## src/rtl/el2_pkg.sv

```systemverilog
// Shared types and constants for the debug-trigger control block.
// Holds the trigger packet layout, CSR sub-addresses and mtdata1 bit positions.
package el2_pkg;

  localparam int NTRIG = 4;

  localparam logic [1:0] CSR_MTSEL   = 2'd0;
  localparam logic [1:0] CSR_MTDATA1 = 2'd1;
  localparam logic [1:0] CSR_MTDATA2 = 2'd2;

  localparam logic [3:0] MTDATA1_TYPE = 4'd2;

  localparam int B_DMODE  = 27;
  localparam int B_HIT    = 20;
  localparam int B_SELECT = 19;
  localparam int B_ACTION = 12;
  localparam int B_CHAIN  = 11;
  localparam int B_MATCH  = 7;
  localparam int B_M      = 6;
  localparam int B_EXEC   = 2;
  localparam int B_STORE  = 1;
  localparam int B_LOAD   = 0;

  typedef struct packed {
    logic        select;
    logic        match;
    logic        store;
    logic        load;
    logic        execute;
    logic        m;
    logic [31:0] tdata2;
  } el2_trigger_pkt_t;

  typedef enum logic {IDLE, PEND} trig_state_e;

endpackage

```

## src/rtl/el2_trig_chain.sv

```systemverilog
// Combinational chaining of qualified trigger hits; pairs are 0-1 and 2-3.
// With a pair chained, both members need both qualified hits and fire together.
module el2_trig_chain
  import el2_pkg::*;
(
  input  logic [NTRIG-1:0] i_q,
  input  logic             i_chain0,
  input  logic             i_chain2,
  output logic [NTRIG-1:0] o_fired
);

  logic w_pair0;
  logic w_pair1;

  assign w_pair0 = i_q[0] & i_q[1];
  assign w_pair1 = i_q[2] & i_q[3];

  assign o_fired[0] = i_chain0 ? w_pair0 : i_q[0];
  assign o_fired[1] = i_chain0 ? w_pair0 : i_q[1];
  assign o_fired[2] = i_chain2 ? w_pair1 : i_q[2];
  assign o_fired[3] = i_chain2 ? w_pair1 : i_q[3];

endmodule

```

## src/rtl/el2_dec_trigger_ctl.sv

```systemverilog
// Debug-trigger CSRs, trigger packet generation and hit latching toward the TLU.
// A fired trigger raises trig_hit_valid one cycle later and holds it until trig_hit_ack.
module el2_dec_trigger_ctl
  import el2_pkg::*;
(
  input  logic                         clk,
  input  logic                         rst_l,
  input  logic                         csr_wr_en,
  input  logic [1:0]                   csr_wr_addr,
  input  logic [31:0]                  csr_wr_data,
  input  logic [1:0]                   csr_rd_addr,
  output logic [31:0]                  csr_rd_data,
  input  logic                         dbg_mode,
  input  logic                         i0_valid,
  input  logic [NTRIG-1:0]             i0_match,
  input  logic                         lsu_valid,
  input  logic [NTRIG-1:0]             lsu_match,
  output el2_trigger_pkt_t [NTRIG-1:0] trigger_pkt_any,
  output logic                         trig_hit_valid,
  output logic [NTRIG-1:0]             trig_hit_vec,
  output logic                         trig_action,
  input  logic                         trig_hit_ack
);

  logic [1:0]             r_mtsel;
  logic [NTRIG-1:0]       r_dmode, r_hit, r_select, r_action, r_chain;
  logic [NTRIG-1:0]       r_match, r_m, r_exec, r_store, r_load;
  logic [NTRIG-1:0][31:0] r_tdata2;

  trig_state_e      r_state;
  logic             r_hit_valid;
  logic [NTRIG-1:0] r_hit_vec;
  logic             r_trig_action;

  logic             w_wr_prot;
  logic             w_wr_td1;
  logic             w_wr_td2;
  logic [NTRIG-1:0] w_q;
  logic [NTRIG-1:0] w_fired;
  logic [NTRIG-1:0] w_set_hit;
  logic [31:0]      w_mtdata1;

  // A debug-mode-owned trigger is locked against writes from normal mode.
  assign w_wr_prot = r_dmode[r_mtsel] & ~dbg_mode;
  assign w_wr_td1  = csr_wr_en & (csr_wr_addr == CSR_MTDATA1) & ~w_wr_prot;
  assign w_wr_td2  = csr_wr_en & (csr_wr_addr == CSR_MTDATA2) & ~w_wr_prot;

  always_comb begin
    w_q = '0;
    for (int i = 0; i < NTRIG; i++) begin
      w_q[i] = r_m[i] & ~dbg_mode &
               ((r_exec[i] & i0_valid & i0_match[i]) |
                ((r_load[i] | r_store[i]) & lsu_valid & lsu_match[i]));
    end
  end

  el2_trig_chain u_chain (
    .i_q      (w_q),
    .i_chain0 (r_chain[0]),
    .i_chain2 (r_chain[2]),
    .o_fired  (w_fired)
  );

  assign w_set_hit = (r_state == IDLE) ? w_fired : '0;

  // Hit-bit set is applied first so a same-cycle CSR write to the trigger overrides it.
  always_ff @(posedge clk or negedge rst_l) begin
    if (!rst_l) begin
      r_mtsel  <= '0;
      r_dmode  <= '0;
      r_hit    <= '0;
      r_select <= '0;
      r_action <= '0;
      r_chain  <= '0;
      r_match  <= '0;
      r_m      <= '0;
      r_exec   <= '0;
      r_store  <= '0;
      r_load   <= '0;
      r_tdata2 <= '0;
    end else begin
      r_hit <= r_hit | w_set_hit;
      if (csr_wr_en && (csr_wr_addr == CSR_MTSEL)) begin
        r_mtsel <= csr_wr_data[1:0];
      end
      if (w_wr_td1) begin
        r_hit[r_mtsel]    <= csr_wr_data[B_HIT];
        r_select[r_mtsel] <= csr_wr_data[B_SELECT];
        r_action[r_mtsel] <= csr_wr_data[B_ACTION];
        r_match[r_mtsel]  <= csr_wr_data[B_MATCH];
        r_m[r_mtsel]      <= csr_wr_data[B_M];
        r_exec[r_mtsel]   <= csr_wr_data[B_EXEC];
        r_store[r_mtsel]  <= csr_wr_data[B_STORE];
        r_load[r_mtsel]   <= csr_wr_data[B_LOAD];
        if (dbg_mode) begin
          r_dmode[r_mtsel] <= csr_wr_data[B_DMODE];
        end
        if (!r_mtsel[0]) begin
          r_chain[r_mtsel] <= csr_wr_data[B_CHAIN];
        end
      end
      if (w_wr_td2) begin
        r_tdata2[r_mtsel] <= csr_wr_data;
      end
    end
  end

  always_ff @(posedge clk or negedge rst_l) begin
    if (!rst_l) begin
      r_state       <= IDLE;
      r_hit_valid   <= 1'b0;
      r_hit_vec     <= '0;
      r_trig_action <= 1'b0;
    end else begin
      case (r_state)
        IDLE: begin
          if (|w_fired) begin
            r_state       <= PEND;
            r_hit_valid   <= 1'b1;
            r_hit_vec     <= w_fired;
            r_trig_action <= |(w_fired & r_action);
          end
        end
        PEND: begin
          if (trig_hit_ack) begin
            r_state       <= IDLE;
            r_hit_valid   <= 1'b0;
            r_hit_vec     <= '0;
            r_trig_action <= 1'b0;
          end
        end
        default: r_state <= IDLE;
      endcase
    end
  end

  assign trig_hit_valid = r_hit_valid;
  assign trig_hit_vec   = r_hit_vec;
  assign trig_action    = r_trig_action;

  always_comb begin
    w_mtdata1           = '0;
    w_mtdata1[31:28]    = MTDATA1_TYPE;
    w_mtdata1[B_DMODE]  = r_dmode[r_mtsel];
    w_mtdata1[B_HIT]    = r_hit[r_mtsel];
    w_mtdata1[B_SELECT] = r_select[r_mtsel];
    w_mtdata1[B_ACTION] = r_action[r_mtsel];
    w_mtdata1[B_CHAIN]  = r_chain[r_mtsel];
    w_mtdata1[B_MATCH]  = r_match[r_mtsel];
    w_mtdata1[B_M]      = r_m[r_mtsel];
    w_mtdata1[B_EXEC]   = r_exec[r_mtsel];
    w_mtdata1[B_STORE]  = r_store[r_mtsel];
    w_mtdata1[B_LOAD]   = r_load[r_mtsel];
  end

  always_comb begin
    csr_rd_data = '0;
    case (csr_rd_addr)
      CSR_MTSEL:   csr_rd_data = {30'b0, r_mtsel};
      CSR_MTDATA1: csr_rd_data = w_mtdata1;
      CSR_MTDATA2: csr_rd_data = r_tdata2[r_mtsel];
      default:     csr_rd_data = '0;
    endcase
  end

  always_comb begin
    trigger_pkt_any = '0;
    for (int i = 0; i < NTRIG; i++) begin
      trigger_pkt_any[i].select  = r_select[i];
      trigger_pkt_any[i].match   = r_match[i];
      trigger_pkt_any[i].store   = r_store[i];
      trigger_pkt_any[i].load    = r_load[i];
      trigger_pkt_any[i].execute = r_exec[i];
      trigger_pkt_any[i].m       = r_m[i];
      trigger_pkt_any[i].tdata2  = r_tdata2[i];
    end
  end

endmodule

```

## config.mk

```make
export PLATFORM = sky130hd
export DESIGN_NAME = el2_dec_trigger_ctl
export DESIGN_NICKNAME = d
export VERILOG_FILES = /design/src/rtl/el2_pkg.sv /design/src/rtl/el2_trig_chain.sv /design/src/rtl/el2_dec_trigger_ctl.sv
export SDC_FILE = /design/constraint.sdc
export NUM_CORES = 1
export LEC_CHECK = 0
export ABC_AREA = 1
export ABC_CLOCK_PERIOD_IN_PS = 1900
export BUFFER_PORTS_ARGS = -buffer_cell sky130_fd_sc_hd__buf_4
export CAP_MARGIN = 20
export CORE_MARGIN = 2
export CORE_UTILIZATION = 53
export CTS_BUF_LIST = sky130_fd_sc_hd__clkbuf_16
export CTS_CLUSTER_DIAMETER = 100
export DETAILED_ROUTE_END_ITERATION = 10
export PLACE_DENSITY = 0.88
export SLEW_MARGIN = 20
export SYNTH_ARGS = -nofsm -noshare
export SYNTH_HDL_FRONTEND = slang
export SYNTH_SLANG_ARGS = --single-unit
```

## constraint.sdc

```tcl
create_clock -name clk -period 1.9 [get_ports clk]
set_input_delay 0.095 -clock clk [delete_from_list [all_inputs] [get_ports clk]]
set_output_delay 0.095 -clock clk [all_outputs]
set_load 0.02 [all_outputs]
```

==> results.md <==
* Aggregate global routing overflow at 0
* Clock buffer count from CTS at 17
* Setup CP Type: reg2out
* Post-route DRC violation count at 0
* Final weighted congestion of routability-driven global placement at 0.893
* Setup repair after global routing missed its margin: true
* Sort of element at the end of the critical path: primary output
* Number of flip-flops in the largest register at 128
* Number of instances in the synthesized netlist at 1053
* Tcrit/Tclk final at 119%
* WL/cell at about 24 um
* Antenna Violating Nets Remaining at 0
* CP Data Required Time at 1.80 ns
* Switching share of power at 42.7%
* Failing checks: negative setup slack
* Wire length of the first global-routing pass at 52900 um
* Via count of the first global-routing pass at 9782
* Fraction of the yosys area taken by sequential cells at 50.4%
* FILL cells at 896
* Total number of nets in the final design at 1411
* Average size of a mapped cell at roughly 8.3 um^2
* Endpoint of the most critical setup path: csr_rd_data[20]
* Instance count on the critical path at 7
* Top Ports at approximately 240
* Worst Max-Slew Pin Slew at 1.40 ns
* Count of unique library cells instantiated by Yosys at 28
* Summed negative setup slack over all endpoints at -18.73 ns
* Max-Cap Viols at 0
* Dominant delay contributor by cell family on the critical path: compound AO/OA/AOI/OAI gates
* Critical Path Fanout Max at 6
* Number of optimization iterations in the first detailed-route pass at 9
* Number of buffer and inverter instances along the worst setup path at 3
* Endpoint of the most critical register-to-register path: trigger_pkt_any[122]
* Routed WL at 38800 um
* Clock sink total at 177
* Result of the run: complete, but fails checks
* Element type at the critical path start: flop
* Cell count of the worst reg-to-reg path at 12
* Worst setup path startpoint: r_mtsel[0]
* Worst Setup Slack post-DPL at -0.00527 ns
* Violation count after the first detailed-route iteration at between 1.5k and 2k
* Internal power summed over all cells at between 10 and 15 mW
* Port buffer count at 240
* Yosys warns at 0
* Clock root buffer master: sky130_fd_sc_hd__clkbuf_16
* Relative slew slack at 6.47%
* Row count at 47
* Final critical-path required period at 2.27 ns
* Layout area overhead at 51.1%
* Most common cell type on the critical path: sky130_fd_sc_hd__buf_12
* Clock tree from TritonCTS: yes
* Number of setup violations in the final report at 192
* Height of the die at 133 um
* Core outline area at 16400 um^2
* Clock share of power at 19.0%
* Final hold viol count at 0
* Max clock buf depth at 2
* Worst EP arrival at 2.17 ns
* Achievable clock frequency at 441 MHz
* Non-filler cells in the finished layout at 1592
* Standard cell with the maximum stage delay on the critical path: sky130_fd_sc_hd__dfrtp_2
* Worst-case clock skew at between 0.015 and 0.02 ns
* Initial antenna violation count at 1
* Reported net switching power at 7.97 mW
* Number of cells after detailed placement at 1466
* Areal power density over the cells at ~1400 nW/um^2
* Worst hold-check path type: in2reg
* Critical Path, Cell by Cell: nor2_4 -> buf_12 -> buf_12 -> a22oi_1 -> o221ai_1 -> a21o_1 -> buf_6
* Highest cell delay on the worst timing path at 0.49 ns
* Post-CTS clock slew at the launch and capture registers of the worst setup and hold paths at 0.06 ns
* Part of the total power dissipated in sequential elements at ~35%
* Global-route usage over all layers at 38.2%
* Starting density of the core at a little over half
* Slack of the critical path at -0.370 ns
* Share of final-layout standard cells stronger than drive strength 1 at 33.8%
* Number of synthesized register bits at about 180
* Die width at about 130 um
* Combined area of all synthesized cells at 8780 um^2
* Worst voltage drop across the vdd grid at 0.807 mV
* Area contributors post-synth: sky130_fd_sc_hd__dfrtp_1 (50%), sky130_fd_sc_hd__nand2_1 (17%), sky130_fd_sc_hd__nand4_1 (12%)
* R2R setup slack at -0.20 ns
* Detailed Place HPWL at between 15000 and 20000 um
* Total number of vias at 10.5k
* WHS at between 0.07 and 0.08 ns
* CTS H-Tree Depth at 4
* Critical R2R Launch: r_mtsel[0]
* Mean number of vias per cell at between 6 and 7
* Post-synthesis cell type with the largest combined area: sky130_fd_sc_hd__dfrtp_1
* Area of the die at 17600 um^2
* Yosys top cell area share at 50.4%
* Net Count, Synth at 1104
* Static power due to leakage at 6.80 nW
* Pins over their slew limit at 0
* Clock Latency Late Sink at 0.44 ns
* Portion of total power attributed to combinational logic at 45.6%
* Largest net degree at the start of global routing at 81
==> power by group through the flow <==
stage / Combinational, mW / Clock [mW] / Sequential, mW
finish: 8.51 / 3.55 / 6.60
global placement: 6.70 / 0 / 6.34
global route: 8.87 / 3.69 / 6.68
floorplan: 2.41 / 0 / 7.53
detailed placement: 6.89 / 0 / 6.35
CTS: 7.58 / 3.51 / 6.39
==> placed cells by master, fill, tap and decap left out, types with 4 or more instances in the layout <==
cell type and n:
sky130_fd_sc_hd__clkbuf_16 26, sky130_fd_sc_hd__a21oi_1 27, sky130_fd_sc_hd__buf_8 4, sky130_fd_sc_hd__buf_16 4, sky130_fd_sc_hd__a21oi_2 11, sky130_fd_sc_hd__nand2_2 16, sky130_fd_sc_hd__nand3_1 10, sky130_fd_sc_hd__a22oi_1 38
sky130_fd_sc_hd__nor2_1 13, sky130_fd_sc_hd__or2_1 4, sky130_fd_sc_hd__nand2_4 4, sky130_fd_sc_hd__dlygate4sd3_1 34, sky130_fd_sc_hd__a22oi_2 34, sky130_fd_sc_hd__buf_4 269, sky130_fd_sc_hd__nand2_1 383, sky130_fd_sc_hd__buf_12 22
sky130_fd_sc_hd__nand3_4 8, sky130_fd_sc_hd__o21ai_0 4, sky130_fd_sc_hd__buf_6 32, sky130_fd_sc_hd__dfrtp_1 176, sky130_fd_sc_hd__nand4_1 165, sky130_fd_sc_hd__inv_1 44, sky130_fd_sc_hd__bufbuf_16 4
==> stage by stage <==
stage / utilization (%) / area, um^2 / power, mW
3_3_place_gp: 66.4 / 10900 / 13.0
2_1_floorplan: - / 8780 / 9.95
4_1_cts: 76.5 / 12500 / 17.5
3_5_place_dp: 66.4 / 10900 / 13.2
5_1_grt: 80.9 / 13300 / 19.2
6_report: 80.9 / 13300 / 18.7
==> cells in the mapped netlist <==
master and instances:
sky130_fd_sc_hd__o221ai_1 2, sky130_fd_sc_hd__a21o_1 2, sky130_fd_sc_hd__inv_1 42, sky130_fd_sc_hd__o311ai_0 2
sky130_fd_sc_hd__nand4_1 165, sky130_fd_sc_hd__a21oi_1 39, sky130_fd_sc_hd__o21ai_1 1, sky130_fd_sc_hd__nor3_4 1
sky130_fd_sc_hd__inv_2 4, sky130_fd_sc_hd__nand3_2 6, sky130_fd_sc_hd__o2111ai_1 1, sky130_fd_sc_hd__buf_4 1
sky130_fd_sc_hd__o22ai_1 3, sky130_fd_sc_hd__or2_1 4, sky130_fd_sc_hd__dfrtp_1 177, sky130_fd_sc_hd__buf_1 12
sky130_fd_sc_hd__nand2_1 401, sky130_fd_sc_hd__o21ai_0 6, sky130_fd_sc_hd__nor3_1 1, sky130_fd_sc_hd__clkbuf_1 13
sky130_fd_sc_hd__nor2_1 15, sky130_fd_sc_hd__buf_6 17, sky130_fd_sc_hd__nand3_1 12, sky130_fd_sc_hd__nand2_4 1
sky130_fd_sc_hd__nand2_2 1, sky130_fd_sc_hd__a22oi_1 72, sky130_fd_sc_hd__or2_2 1, sky130_fd_sc_hd__buf_2 51
==> worst min-delay path by stage <==
stage / from / to / cells after the start / slack [ns]
floorplan: rst_l / r_action[0] / 0 / -0.20
global placement: rst_l / r_load[2] / 1 / 0.11
detailed placement: rst_l / r_load[2] / 1 / 0.11
CTS: csr_wr_en / r_mtsel[0] / 3 / 0.06
global route: csr_wr_en / r_mtsel[0] / 3 / 0.09
finish: csr_wr_en / r_mtsel[0] / 3 / 0.08
==> per-layer routing <==
metal | part of all wire [%] | vias up | global-route usage (%)
li1 | - | 4254 | -
met3 | 14 | 281 | 11.3
met1 | 34 | 4911 | 47.8
met5 | 0 | - | 0
met2 | 46 | 1039 | 60.5
met4 | 6.5 | 0 | 19.7
==> what timing repair did <==
| item | CTS | global route |
|---|---|---|
| pin swaps | 37 | 11 |
| setup endpoints to repair | 34 | 194 |
| gates cloned | 8 | 15 |
| buffers inserted | 23 | 15 |
| hold endpoints to repair | 214 | 0 |
| gates resized for setup | 86 | 67 |
| hold buffers | 34 | 0 |
==> worst register-to-register path, stage by stage, from the launching register on <==
cell	delay, ns
sky130_fd_sc_hd__dfrtp_2	0.49
sky130_fd_sc_hd__nor2_4	0.22
sky130_fd_sc_hd__buf_12	0.17
sky130_fd_sc_hd__inv_6	0.04
sky130_fd_sc_hd__o22ai_4	0.12
sky130_fd_sc_hd__a21oi_4	0.05
sky130_fd_sc_hd__nand2_2	0.11
sky130_fd_sc_hd__buf_6	0.14
sky130_fd_sc_hd__nand2_4	0.13
sky130_fd_sc_hd__buf_4	0.20
sky130_fd_sc_hd__buf_6	0.16
sky130_fd_sc_hd__nand4_1	0.08
sky130_fd_sc_hd__nand2_1	0.08
==> cell families after synthesis <==
logic type      share of synthesized area, %
flops                                   50.4
simple gates                            31.7
buf+inv                                 8.21
compound gates                          9.66
==> final cells by class <==
| type | count | area, um^2 | share of cell area (%) |
|---|---|---|---|
| flip-flops and latches | 177 | 4430 | 33.4 |
| multi-input cells | 740 | 4110 | 31.0 |
| repair buffers | 378 | 3690 | 27.8 |
| clock buffers | 17 | 425 | 3.21 |
| well taps | 220 | 275 | 2.07 |
| inverters | 46 | 190 | 1.43 |
| clock inverters | 13 | 148 | 1.11 |
| diodes | 1 | 2.50 | 0.0189 |
Power figures use the tool's default switching activity.
